### src/rtl/pcie_pkg.sv
// Shared symbol codes, deframer state encoding and FIFO entry layout.
// No logic; no latency or backpressure of its own.
package pcie_pkg;

    localparam logic [7:0] SYM_STP = 8'hFB;
    localparam logic [7:0] SYM_END = 8'hFD;
    localparam logic [7:0] SYM_EDB = 8'hFE;
    localparam logic [7:0] SYM_COM = 8'hBC;
    localparam logic [7:0] SYM_IDL = 8'h7C;

    typedef enum logic [1:0] {
        ST_IDLE    = 2'd0,
        ST_PAYLOAD = 2'd1,
        ST_DROP    = 2'd2
    } state_t;

    typedef struct packed {
        logic       last;
        logic [7:0] dat;
    } fifo_entry_t;

endpackage

### src/rtl/pcie_rx_commit_fifo.sv
// Commit/rollback FIFO: writes land at a speculative pointer, become readable only on commit.
// Commit visible at head one cycle after the edge; reader stalls by holding rd_en low.
module pcie_rx_commit_fifo
    import pcie_pkg::*;
#(
    parameter int DEPTH = 16
) (
    input  logic        clk,
    input  logic        rst,
    input  logic        wr_en,
    input  fifo_entry_t wr_dat,
    input  logic        commit,
    input  logic        rollback,
    input  logic        rd_en,
    output fifo_entry_t rd_dat,
    output logic        rd_vld,
    output logic        full
);

    localparam int AW = $clog2(DEPTH);
    localparam int PW = AW + 1;

    fifo_entry_t         mem_q [DEPTH];
    logic [PW-1:0]       wp_q, wp_d;
    logic [PW-1:0]       spec_wp_q, spec_wp_d;
    logic [PW-1:0]       rp_q, rp_d;

    assign rd_vld = (rp_q != wp_q);
    assign rd_dat = mem_q[rp_q[AW-1:0]];
    // Wrap bits differ with equal addresses: speculative writes have caught up with the reader.
    assign full   = (spec_wp_q[AW] != rp_q[AW]) && (spec_wp_q[AW-1:0] == rp_q[AW-1:0]);

    always_comb begin
        spec_wp_d = spec_wp_q;
        wp_d      = wp_q;
        rp_d      = rp_q;
        if (wr_en) begin
            spec_wp_d = spec_wp_q + PW'(1);
        end
        if (rollback) begin
            spec_wp_d = wp_q;
        end
        if (commit) begin
            wp_d = spec_wp_d;
        end
        if (rd_en && rd_vld) begin
            rp_d = rp_q + PW'(1);
        end
    end

    always_ff @(posedge clk) begin
        if (rst) begin
            wp_q      <= '0;
            spec_wp_q <= '0;
            rp_q      <= '0;
        end else begin
            wp_q      <= wp_d;
            spec_wp_q <= spec_wp_d;
            rp_q      <= rp_d;
        end
    end

    always_ff @(posedge clk) begin
        if (wr_en) begin
            mem_q[spec_wp_q[AW-1:0]] <= wr_dat;
        end
    end

endmodule

### src/rtl/pcie_rx_deframer.sv
// Strips STP/END framing from the PHY byte stream and releases only whole good packets to the DLL.
// First byte visible the cycle after END is taken; READY_IN low holds the head byte stable.
module pcie_rx_deframer
    import pcie_pkg::*;
#(
    parameter int DEPTH   = 16,
    parameter int MAX_LEN = 12
) (
    input  logic       CLK0,
    input  logic       RESET,
    input  logic [7:0] DATA_IN,
    input  logic       K_IN,
    input  logic       VALID_IN,
    output logic [7:0] DATA_OUT,
    output logic       LAST_OUT,
    output logic       VALID_OUT,
    input  logic       READY_IN,
    output logic       ERROR_FRAME,
    output logic [7:0] PKT_COUNT
);

    localparam int LW = $clog2(MAX_LEN + 1);

    state_t      state_q, state_d;
    logic [LW-1:0] len_q, len_d;
    logic        stg_vld_q, stg_vld_d;
    logic [7:0]  stg_dat_q, stg_dat_d;
    logic        err_q, err_d;
    logic [7:0]  cnt_q, cnt_d;

    logic        wr_en;
    fifo_entry_t wr_dat;
    logic        commit;
    logic        rollback;
    logic        full;
    logic        rd_vld;
    fifo_entry_t rd_dat;

    pcie_rx_commit_fifo #(
        .DEPTH (DEPTH)
    ) u_fifo (
        .clk      (CLK0),
        .rst      (RESET),
        .wr_en    (wr_en),
        .wr_dat   (wr_dat),
        .commit   (commit),
        .rollback (rollback),
        .rd_en    (READY_IN),
        .rd_dat   (rd_dat),
        .rd_vld   (rd_vld),
        .full     (full)
    );

    assign VALID_OUT   = rd_vld;
    assign DATA_OUT    = rd_vld ? rd_dat.dat  : 8'h00;
    assign LAST_OUT    = rd_vld ? rd_dat.last : 1'b0;
    assign ERROR_FRAME = err_q;
    assign PKT_COUNT   = cnt_q;

    // The newest payload byte waits in the staging register so END can tag it as last.
    always_comb begin
        state_d   = state_q;
        len_d     = len_q;
        stg_vld_d = stg_vld_q;
        stg_dat_d = stg_dat_q;
        err_d     = 1'b0;
        cnt_d     = cnt_q;
        wr_en     = 1'b0;
        wr_dat    = '0;
        commit    = 1'b0;
        rollback  = 1'b0;

        if (VALID_IN) begin
            case (state_q)
                ST_IDLE: begin
                    if (K_IN) begin
                        if (DATA_IN == SYM_STP) begin
                            state_d   = ST_PAYLOAD;
                            len_d     = '0;
                            stg_vld_d = 1'b0;
                        end else if (DATA_IN != SYM_COM && DATA_IN != SYM_IDL) begin
                            err_d = 1'b1;
                        end
                    end
                end
                ST_PAYLOAD: begin
                    if (!K_IN) begin
                        if (len_q == LW'(MAX_LEN) || (stg_vld_q && full)) begin
                            err_d     = 1'b1;
                            rollback  = 1'b1;
                            stg_vld_d = 1'b0;
                            state_d   = ST_DROP;
                        end else begin
                            if (stg_vld_q) begin
                                wr_en  = 1'b1;
                                wr_dat = '{last: 1'b0, dat: stg_dat_q};
                            end
                            stg_vld_d = 1'b1;
                            stg_dat_d = DATA_IN;
                            len_d     = len_q + LW'(1);
                        end
                    end else if (DATA_IN == SYM_END) begin
                        state_d   = ST_IDLE;
                        stg_vld_d = 1'b0;
                        if (!stg_vld_q) begin
                            err_d = 1'b1;
                        end else if (full) begin
                            err_d    = 1'b1;
                            rollback = 1'b1;
                        end else begin
                            wr_en  = 1'b1;
                            wr_dat = '{last: 1'b1, dat: stg_dat_q};
                            commit = 1'b1;
                            cnt_d  = cnt_q + 8'd1;
                        end
                    end else if (DATA_IN == SYM_EDB) begin
                        rollback  = 1'b1;
                        stg_vld_d = 1'b0;
                        state_d   = ST_IDLE;
                    end else if (DATA_IN == SYM_STP) begin
                        err_d     = 1'b1;
                        rollback  = 1'b1;
                        stg_vld_d = 1'b0;
                        len_d     = '0;
                    end else begin
                        err_d     = 1'b1;
                        rollback  = 1'b1;
                        stg_vld_d = 1'b0;
                        state_d   = ST_DROP;
                    end
                end
                ST_DROP: begin
                    if (K_IN) begin
                        if (DATA_IN == SYM_END || DATA_IN == SYM_EDB) begin
                            state_d = ST_IDLE;
                        end else if (DATA_IN == SYM_STP) begin
                            state_d   = ST_PAYLOAD;
                            len_d     = '0;
                            stg_vld_d = 1'b0;
                        end
                    end
                end
                default: begin
                    state_d = ST_IDLE;
                end
            endcase
        end
    end

    always_ff @(posedge CLK0) begin
        if (RESET) begin
            state_q   <= ST_IDLE;
            len_q     <= '0;
            stg_vld_q <= 1'b0;
            stg_dat_q <= 8'h00;
            err_q     <= 1'b0;
            cnt_q     <= 8'h00;
        end else begin
            state_q   <= state_d;
            len_q     <= len_d;
            stg_vld_q <= stg_vld_d;
            stg_dat_q <= stg_dat_d;
            err_q     <= err_d;
            cnt_q     <= cnt_d;
        end
    end

endmodule

### config.mk
export PLATFORM = sky130hd
export DESIGN_NAME = pcie_rx_deframer
export DESIGN_NICKNAME = d
export VERILOG_FILES = /design/src/rtl/pcie_pkg.sv /design/src/rtl/pcie_rx_commit_fifo.sv /design/src/rtl/pcie_rx_deframer.sv
export SDC_FILE = /design/constraint.sdc
export NUM_CORES = 1
export LEC_CHECK = 0
export CORE_UTILIZATION = 50
export CTS_CLUSTER_DIAMETER = 100
export CTS_CLUSTER_SIZE = 40
export DETAILED_ROUTE_END_ITERATION = 10
export MAX_ROUTING_LAYER = met4
export PLACE_DENSITY_LB_ADDON = 0.3
export RECOVER_POWER = 50
export SLEW_MARGIN = 20
export SYNTH_ARGS = -nofsm -noshare
export SYNTH_HDL_FRONTEND = slang
export SYNTH_HIERARCHICAL = 1
export SYNTH_SLANG_ARGS = --single-unit
export TNS_END_PERCENT = 1
### constraint.sdc
create_clock -name CLK0 -period 7.75 [get_ports CLK0]
set_input_delay 1.1625 -clock CLK0 [delete_from_list [all_inputs] [get_ports CLK0]]
set_output_delay 1.1625 -clock CLK0 [all_outputs]
set_load 0.02 [all_outputs]
# Word-level counts from Yosys, hierarchy flattened
# Memory sizes are Yosys's and may differ from the RTL's. A register that Yosys moved wholly into a read port is not among the register bits.
# Cells that the tools add are included.
totals:
  out_inout_bits: 19
  mem_bits_rw: 144
  memories: 1
  wordCells: 119
  ff_bits: 39
memory_table:
  columns: ["memory", "words", "word_bits", "rd", "rd_ports_with_merged_regs", "wr", "line", "source"]
  rows:
  - ["u_fifo.mem_q", 16, 9, 1, 1, 1, "pcie_rx_commit_fifo.sv:23", "fifo_entry_t mem_q [DEPTH];"]
op_classes:
  n_reduce_logical: 14
  add_sub_neg: 4
  n_bitwise: 4
  n_eq_ne: 19
  n_mux: 68
ops:
  columns: ["cell", "n"]
  rows:
  - ["$mux 9", 6]
  - ["$mux 4", 10]
  - ["$mux 1", 34]
  - ["$eq 8x8->1 const B", 3]
  - ["$mux 8", 3]
  - ["$mux 2", 9]
  - ["$ne 3x3->1 const B", 4]
  - ["$pmux 4 s3", 1]
  - ["$add 5x1->5 const B", 2]
  - ["$mux 5", 2]
  - ["$reduce_and 5->1", 2]
  - ["$add 8x1->8 const B", 1]
  - ["$ne 8x7->1 const B", 1]
  - ["$ne 8x8->1 const B", 1]
  - ["$reduce_and 8->1", 1]
  - ["$ne 2x2->1 const B", 3]
  - ["$pmux 2 s3", 1]
  - ["$reduce_and 6->1", 1]
  - ["$ne 5x5->1", 1]
  - ["$ne 5x5->1 const B", 1]
  - ["$add 4x1->4 const B", 1]
  - ["$eq 4x4->1", 1]
  - ["$eq 4x4->1 const B", 1]
  - ["$logic_and 1x1->1", 4]
  - ["11 further kinds", 15]

# Longest topological paths before layout
# Gate-level depths: netlist (run 1).
logic_depth:
  depth_word: 10
  mapped_depth: 12
  ltp_nobuf: 10

# Modules after synthesis
# Netlist (run 1), hierarchy kept.
modules_own_cells:
  columns: ["mod", "cells_per_inst", "instances", "area_each_um2", "seq_area_each_um2"]
  rows:
  - ["pcie_rx_commit_fifo", 363, 1, 6612.6, 4704.5]
  - ["pcie_rx_deframer", 170, 1, 1501.4, 480.5]

# Least setup slack after synthesis (run 1)
# Ideal clock, no wire load.
synth_timing:
  path_type: "in2reg"
  start: "input DATA_IN[6]"
  end: "memory u_fifo/mem_q[3][0] in the netlist's numbering, enable pin"
  path_buffers: 1
  arrival_time_ns: 3.139
  setup_time_ns: 0.387
  path_slack_ns: 4.224
  path_stages: 7
  path_cell_list: "nand4_4 -> nor4b_1 -> a21oi_1 -> nor3_2 -> clkbuf_1 -> nand2_1 -> nor3_1"
synth_via:
  elab_chain_cells: 7
synth_lines:
  columns: ["element", "line", "source"]
  rows:
  - ["from (decl)", "pcie_rx_deframer.sv:11", "input logic [7:0] DATA_IN,"]
  - ["$eq 8x8->1", "pcie_rx_deframer.sv:102", "end else if (DATA_IN == SYM_END) begin"]
  - ["$mux 1", "pcie_rx_deframer.sv:102", null]
  - ["$mux 1", "pcie_rx_deframer.sv:87", "if (!K_IN) begin"]
  - ["$mux 1", "pcie_rx_deframer.sv:74", "case (state_q)"]
  - ["$mux 1", "pcie_rx_deframer.sv:73", "if (VALID_IN) begin"]
  - ["named net wr_en", "pcie_rx_deframer.sv:31", "logic wr_en;"]
  - ["$mux 1", "pcie_rx_commit_fifo.sv:64", "if (wr_en) begin"]
  - ["$mux 1 (not written as such)", "pcie_rx_commit_fifo.sv:65", "mem_q[spec_wp_q[AW-1:0]] <= wr_dat;"]
  - ["to (decl)", "pcie_rx_commit_fifo.sv:23", null]
# The timed path passes the listed nets, and every way through them passes these cells.

# Worst setup path after layout (run 1)
layout_timing:
  start: "input DATA_IN[2]"
  end: "memory u_fifo/mem_q[4][4] in the netlist's numbering, enable pin"
# Same word-level chain as after synthesis.

==> results.py, run 1 <==
metrics = {
    "run_status": {
        "outcome": "finished with violations",
        "failed_checks": "max-capacitance violations, max-slew violations",
    },
    "final_layout": {
        "final_net_count": 580,
        "post_layout_cell_count": 788,
        "final_area_um2": 9120,
        "antenna-diode-count": 0,
        "num-fill-cells": 1264,
        "flow.area_growth_from_synthesis_pct": 12.4,
        "final_core_utilization": 0.574,
        "post_route_cells_drive_above_1_share": 0.122,
    },
    "detailed_routing": {
        "drc": 0,
        "drt-pass1-iter-count": 5,
        "post_drt_wl_per_cell_um": 20.1,
        "dr.first_iter.drc_count": 381,
        "avgViaCountPerCell": 5.79,
        "antenna_violating_nets_post_route": 0,
        "vias": 4563,
        "drt_wl_total_um": 15800,
    },
    "clock_network": {
        "cts_tree": "yes",
        "post_cts.resized_instances": 0,
        "post-cts-setup-buffer-count": 0,
        "ctsLongestPathBuffers": 2,
        "tritoncts_num_sinks": 187,
        "cts.reportedPaths.clkPinSlew_ns": 0.06,
        "cts_max_level": 4,
        "numCtsBuffers": 17,
        "root_buffer": "sky130_fd_sc_hd__clkbuf_16",
        "post_cts_hold_buffer_count": 0,
        "clock_insertion_delay_at_the_later_pin_of_the_skew_report_ns": 0.42,
    },
    "power": {
        "leakage_nw": 3.40,
        "ir_worst_vdd_uv": 165,
        "power.density_nw_per_um2": 236,
        "p_total_mw": 2.15,
    },
    "synthesis": {
        "yosys.cell_types.count": 62,
        "post_synth_most_frequent_cells": "sky130_fd_sc_hd__edfxtp_1, sky130_fd_sc_hd__nor2_1, sky130_fd_sc_hd__dfxtp_1",
        "syn_area_um2": 8110,
        "ys_dominant_reg_cell": "sky130_fd_sc_hd__edfxtp_1",
        "postSynthRegisterBits": 187,
        "synthesis.area_per_instance_um2": 15.2,
        "postSynthCellCount": 533,
        "synth_area_leader_cell": "sky130_fd_sc_hd__edfxtp_1",
        "syn-num-nets": 554,
        "synth_edf_count": 144,
        "yosysMostFrequentCell": "sky130_fd_sc_hd__edfxtp_1",
        "yosysWarnings": 6,
        "ffs_w_async_s_r_synth": 0,
        "synthDominantCellAreaShare": 0.533,
        "synth_sequential_area_ratio": 0.639,
        "synth.top_cells.by_area": "sky130_fd_sc_hd__edfxtp_1, sky130_fd_sc_hd__dfxtp_1, sky130_fd_sc_hd__mux4_2",
    },
    "sta": {
        "setup-violations-final": 0,
        "postLayoutSetupSlackWorst_ns": 2.72,
        "timing_hold_violations_final": 0,
        "setup_tns_ns": 0,
        "timing_worst_slew_pin_value_ns": 3.27,
        "fin_skew_ns": 0.00855,
        "drv_slew": 81,
        "layout_min_cycle_time_ns": 5.03,
        "slew-limit-headroom": -1.21,
        "ratio_of_final_minimum_period_to_clock_period": 0.650,
        "unrepaired_setup_endpoints_after_global_routing": "false",
        "final.hold.worst_slack_ns": 0.502,
        "fmax_mhz": 199,
    },
    "critical_path": {
        "worstReg2RegStart": "u_fifo/spec_wp_q[2]$_SDFF_PP0_",
        "regToRegEndpoint": "len_q[0]$_SDFFE_PP0P_",
        "cp-end-kind": "flop",
        "r2r_cells": 7,
        "cp-start-kind": "primary input",
        "r2r_setup_slack_ns": 3.42,
        "critPathMaxFanout": 16,
        "timing.critical_path.required_ns": 7.80,
        "cp.arrival_ns": 5.08,
        "criticalPathCategory": "in2reg",
    },
    "job": {
        "drv.max_cap_violation_count": 3,
    },
    "placed_design": {
        "placement.cell_area_um2": 8550,
        "dpl.cell_count": 756,
        "place.detailed.hpwl_um": 10400,
        "dp_slack_ns": 2.84,
        "global_placement_routability_congestion": 0.858,
        "port_buffers": 31,
    },
    "floorplanning": {
        "initial_utilization": 0.511,
        "boundaryPins": 32,
        "core_um2": 15900,
        "die_y_um": 129,
        "fp.dieArea_um2": 16700,
        "die_x_um": 129,
        "num_rows": 46,
    },
    "grt": {
        "number_of_antenna_violations_at_the_first_check_in_global_routing": 0,
        "grt_overflow_total": 0,
        "grt_max_degree": 48,
        "grt_first_pass_wirelength_um": 24900,
        "grtUsageTotal": 0.212,
        "grt_pass1_vias": 4440,
    },
    "hold_path": {
        "timing.hold.worst.start": "stg_dat_q[0]$_SDFFE_PP0P_",
        "timing.hold.worst.class": "reg2reg",
        "min_path_cells": 2,
        "whs_endpoint": "stg_dat_q[0]$_SDFFE_PP0P_",
    },
}
sequential cells by signal (all words and copies together), names as in the netlist, named ones only:
| signal | flops |
|---|---|
| u_fifo/mem_q | 144 |
| u_fifo/rp_q | 5 |
| stg_dat_q | 8 |
| ERROR_FRAME | 1 |
| PKT_COUNT | 8 |
| state_q | 2 |
| stg_vld_q | 1 |
| u_fifo/wp_q | 5 |
| len_q | 4 |
| u_fifo/spec_wp_q | 5 |
kinds of logic after synthesis:
| group | synth area share |
|---|---|
| AOI/OAI and AO/OA | 0.0538 |
| buffers and inverters | 0.0274 |
| xor gates and xnor gates | 0.0268 |
| DFF | 0.639 |
| and+or+nand+nor | 0.115 |
| adders and majority gates | 0.0123 |
| muxes | 0.125 |
worst max-delay path: stages:
cell and delay, ns:
sky130_fd_sc_hd__dlygate4sd3_1 0.70, sky130_fd_sc_hd__nand2_1 0.19, sky130_fd_sc_hd__nor4b_1 0.37, sky130_fd_sc_hd__a21oi_1 0.16
sky130_fd_sc_hd__nor3_1 1.25, sky130_fd_sc_hd__nand2_1 0.43, sky130_fd_sc_hd__nor2_1 0.80
cell usage in the layout, fill, tap and decap left out, types with 6 or more instances in the layout:
master / instances
sky130_fd_sc_hd__xnor2_1: 7
sky130_fd_sc_hd__nand4_1: 7
sky130_fd_sc_hd__and2_0: 7
sky130_fd_sc_hd__xor2_1: 16
sky130_fd_sc_hd__and2_1: 13
sky130_fd_sc_hd__a21oi_1: 13
sky130_fd_sc_hd__nand2b_1: 6
sky130_fd_sc_hd__mux2i_1: 14
sky130_fd_sc_hd__ha_1: 8
sky130_fd_sc_hd__dlygate4sd3_1: 13
sky130_fd_sc_hd__dfxtp_1: 42
sky130_fd_sc_hd__nor2_1: 48
sky130_fd_sc_hd__nand2_1: 28
sky130_fd_sc_hd__edfxtp_1: 144
sky130_fd_sc_hd__clkbuf_16: 18
sky130_fd_sc_hd__a22oi_1: 18
sky130_fd_sc_hd__nor3_1: 8
sky130_fd_sc_hd__nand3_1: 9
sky130_fd_sc_hd__mux4_1: 14
sky130_fd_sc_hd__clkdlybuf4s50_1: 18
sky130_fd_sc_hd__mux4_2: 22
sky130_fd_sc_hd__inv_1: 8
sky130_fd_sc_hd__nor2b_1: 6
report_power, final:
| part | switching [mW] | internal, mW | leakage, nW | total, mW |
|---|---|---|---|---|
| Sequential | 0.0125 | 1.07 | 1.94 | 1.09 |
| Clock | 0.357 | 0.507 | 0.293 | 0.864 |
| Combinational | 0.113 | 0.0849 | 1.17 | 0.198 |
| Total | 0.482 | 1.67 | 3.40 | 2.15 |
layer usage:
metal  wire length, um  GRT usage  up-vias
met5                 0          -        -
met4               231     0.0602        0
li1                  -          -     2120
met2              7710      0.328      125
met3               779     0.0454       14
met1              7120      0.282     2304
worst max-delay path by stage:
stage	startpoint	slack, ns	depth (start not counted)	endpoint
5_1_grt	DATA_IN[2]	2.42	7	u_fifo/mem_q[14][2]$_DFFE_PP_
3_3_place_gp	DATA_IN[6]	2.95	7	u_fifo/mem_q[2][6]$_DFFE_PP_
6_report	DATA_IN[2]	2.72	7	u_fifo/mem_q[4][4]$_DFFE_PP_
2_1_floorplan	DATA_IN[6]	4.22	7	u_fifo/mem_q[3][0]$_DFFE_PP_
3_5_place_dp	DATA_IN[6]	2.84	7	u_fifo/mem_q[0][3]$_DFFE_PP_
4_1_cts	DATA_IN[6]	3.27	7	u_fifo/mem_q[0][3]$_DFFE_PP_
final cells by class:
cell class / count / area [um^2] / share of cell area
Sequential cell: 187 / 5190 / 0.569
Multi-Input combinational cell: 309 / 2690 / 0.295
Clock buffer: 21 / 472 / 0.0517
Timing Repair Buffer: 36 / 340 / 0.0373
Tap cell: 216 / 270 / 0.0296
Clock inverter: 11 / 134 / 0.0147
Inverter: 8 / 30.0 / 0.00329
(Power assumes the default switching activity.)
==> inputs of run 2 (changes only) <==
==> constraint.sdc (replaced) <==
create_clock -name CLK0 -period 4.3 [get_ports CLK0]
set_input_delay 0.645 -clock CLK0 [delete_from_list [all_inputs] [get_ports CLK0]]
set_output_delay 0.645 -clock CLK0 [all_outputs]
set_load 0.02 [all_outputs]
==> run 2 against run 1 <==
  * The flow still finishes with violations (max-capacitance violations, max-slew violations)
  * Clock power increased by 92%
  * Non-clock buffer count increased by 15
  * Critical endpoint is now DATA_OUT[5]
  * Total power increased by 86%
  * Utilization increased by 0.51 points
  * Critical path type is now reg2out
==> results.py, run 2 (same netlist as run 1, synthesis figures left out) <==
metrics = {
    "clock_network": {
        "post_cts_hold_buffer_count": 0,
        "root_buffer": "sky130_fd_sc_hd__clkbuf_16",
        "cts_max_level": 4,
        "ctsLongestPathBuffers": 2,
        "post_cts.resized_instances": 0,
        "clock_insertion_delay_at_the_later_pin_of_the_skew_report_ns": 0.43,
        "cts_tree": "yes",
        "tritoncts_num_sinks": 187,
        "post-cts-setup-buffer-count": 0,
        "cts.reportedPaths.clkPinSlew_ns": 0.06,
        "numCtsBuffers": 17,
    },
    "detailed_routing": {
        "dr.first_iter.drc_count": 398,
        "drc": 0,
        "drt_wl_total_um": 16100,
        "post_drt_wl_per_cell_um": 20.0,
        "vias": 4622,
        "avgViaCountPerCell": 5.76,
        "drt-pass1-iter-count": 5,
        "antenna_violating_nets_post_route": 0,
    },
    "floorplanning": {
        "boundaryPins": 32,
        "initial_utilization": 0.511,
        "num_rows": 46,
        "die_x_um": 129,
        "fp.dieArea_um2": 16700,
        "core_um2": 15900,
        "die_y_um": 129,
    },
    "hold_path": {
        "timing.hold.worst.class": "reg2reg",
    },
    "critical_path": {
        "critical_path.top_delay_family": "flip-flops",
        "worst_path_largest_cell_delay_ns": 0.87,
        "cp_slowest_cell": "sky130_fd_sc_hd__dfxtp_2",
        "buffering_stage_count_on_the_worst_path_with_inverters_included": 2,
        "timing.critical_path.required_ns": 3.65,
        "critPathMaxFanout": 25,
        "cp-start-kind": "flop",
        "cp.arrival_ns": 3.17,
        "criticalPathCategory": "reg2out",
        "cp-end-kind": "output pin",
        "critical_path_cell_by_cell": "buf_4 -> mux4_2 -> a22oi_1 -> nand2_1 -> and2_1 -> clkdlybuf4s50_1",
    },
    "sta": {
        "fmax_mhz": 262,
        "timing_worst_slew_pin_value_ns": 1.98,
        "unrepaired_setup_endpoints_after_global_routing": "false",
        "setup-violations-final": 0,
        "ratio_of_final_minimum_period_to_clock_period": 0.888,
        "postLayoutSetupSlackWorst_ns": 0.484,
        "layout_min_cycle_time_ns": 3.82,
        "slew-limit-headroom": -0.320,
        "timing_hold_violations_final": 0,
        "fin_skew_ns": 0.00794,
        "setup_tns_ns": 0,
        "drv_slew": 48,
    },
    "placed_design": {
        "global_placement_routability_congestion": 0.851,
        "place.detailed.hpwl_um": 10500,
        "port_buffers": 31,
        "dp_slack_ns": 0.833,
    },
    "final_layout": {
        "largest_reg_flops": 144,
        "layout.cells.most_common_list": "sky130_fd_sc_hd__edfxtp_1, sky130_fd_sc_hd__nor2_1, sky130_fd_sc_hd__dfxtp_1, sky130_fd_sc_hd__nand2_1, sky130_fd_sc_hd__mux4_2",
        "layout.cells.most_common": "sky130_fd_sc_hd__edfxtp_1",
        "final_net_count": 595,
        "num-fill-cells": 1252,
        "antenna-diode-count": 0,
        "post_route_cells_drive_above_1_share": 0.121,
        "flow.area_growth_from_synthesis_pct": 13.4,
    },
    "power": {
        "ir_worst_vdd_uv": 335,
        "leakage_nw": 3.42,
        "power.density_nw_per_um2": 433,
    },
    "job": {
        "drv.max_cap_violation_count": 1,
    },
    "run_status": {
        "failed_checks": "max-capacitance violations, max-slew violations",
        "outcome": "finished with violations",
    },
    "grt": {
        "number_of_antenna_violations_at_the_first_check_in_global_routing": 0,
        "grtUsageTotal": 0.214,
        "grt_first_pass_wirelength_um": 25100,
        "grt_pass1_vias": 4534,
        "grt_max_degree": 48,
        "grt_overflow_total": 0,
    },
}
run 2: cell types whose count changed in the layout (fill, tap and decap cells not counted), moves of 2 or more:
cell / previous run / this run
sky130_fd_sc_hd__and2_0: 7 / 2
sky130_fd_sc_hd__nor3_2: 5 / 2
sky130_fd_sc_hd__inv_6: 2 / 6
sky130_fd_sc_hd__clkdlybuf4s50_1: 18 / 20
sky130_fd_sc_hd__clkbuf_1: 4 / 13
sky130_fd_sc_hd__buf_4: 3 / 7
sky130_fd_sc_hd__nor3_1: 8 / 11
sky130_fd_sc_hd__and2_1: 13 / 18
sky130_fd_sc_hd__bufinv_16: 2 / 4
sky130_fd_sc_hd__dlygate4sd3_1: 13 / 11
run 2: layer usage:
metal	vias to the layer above	track usage	part of all wire	wire [um]
met5	-	-	0	0
met4	0	0.0727	0.015	239
met3	19	0.0405	0.048	764
met2	124	0.334	0.50	8030
met1	2330	0.284	0.44	7030
li1	2149	-	-	-
run 2: worst reg2reg max path: cells and delay by family, from the launching register on:
family,cells,cell delay (ns)
and+or+nand+nor,4,1.51
DFF,1,0.56
buffers and inverters,1,0.44
xor gates and xnor gates,1,0.19
run 2: final timing paths:
check / startpoint / to / slack [ns] / depth (start not counted)
worst max register to register: u_fifo/spec_wp_q[2]$_SDFF_PP0_ / u_fifo/mem_q[14][3]$_DFFE_PP_ / 1.26 / 6
worst min register to register: stg_dat_q[1]$_SDFFE_PP0P_ / stg_dat_q[1]$_SDFFE_PP0P_ / 0.49 / 2
worst min-delay path: stg_dat_q[1]$_SDFFE_PP0P_ / stg_dat_q[1]$_SDFFE_PP0P_ / 0.49 / 2
worst max-delay path: flop / DATA_OUT[5] / 0.48 / 6
run 2: area by class of cell:
cell class              instances  area (um^2)  share of cell area
flip-flops and latches        187         5190               0.564
repair buffers                 51          412              0.0447
well taps                     216          270              0.0294
multi-input cells             309         2670               0.290
inverters                       8         30.0             0.00326
clock buffers                  17          425              0.0462
clock inverters                15          211              0.0230
run 2: metrics by stage:
step           utilization  power (mW)  hold slack (ns)  area (um^2)  instances
2_1_floorplan            -        2.31            0.452         8110        533
3_3_place_gp         0.545        2.37            0.475         8650        771
3_5_place_dp         0.545        2.38            0.474         8650        771
4_1_cts              0.585        4.02            0.495         9290        803
5_1_grt              0.579        4.12            0.523         9200        803
6_report             0.579        3.98            0.494         9200        803
run 2: where the power goes:
part           internal (mW)  switching, mW  total [mW]  leakage, nW
clock network          0.986          0.670        1.66        0.311
registers               1.93         0.0773        2.01         1.94
logic                  0.164          0.152       0.316         1.17
total                   3.08          0.900        3.98         3.42
==> inputs of run 3 (changes only) <==
--- a/config.mk
+++ b/config.mk
@@ -6,7 +6,7 @@
 export NUM_CORES = 1
 export LEC_CHECK = 0
 export CORE_UTILIZATION = 50
-export CTS_CLUSTER_DIAMETER = 100
+export CTS_CLUSTER_DIAMETER = 30
 export CTS_CLUSTER_SIZE = 40
 export DETAILED_ROUTE_END_ITERATION = 10
 export MAX_ROUTING_LAYER = met4
==> results of run 3 <==
Same layout as run 2: the final DEF is identical, and so are final timing and power.
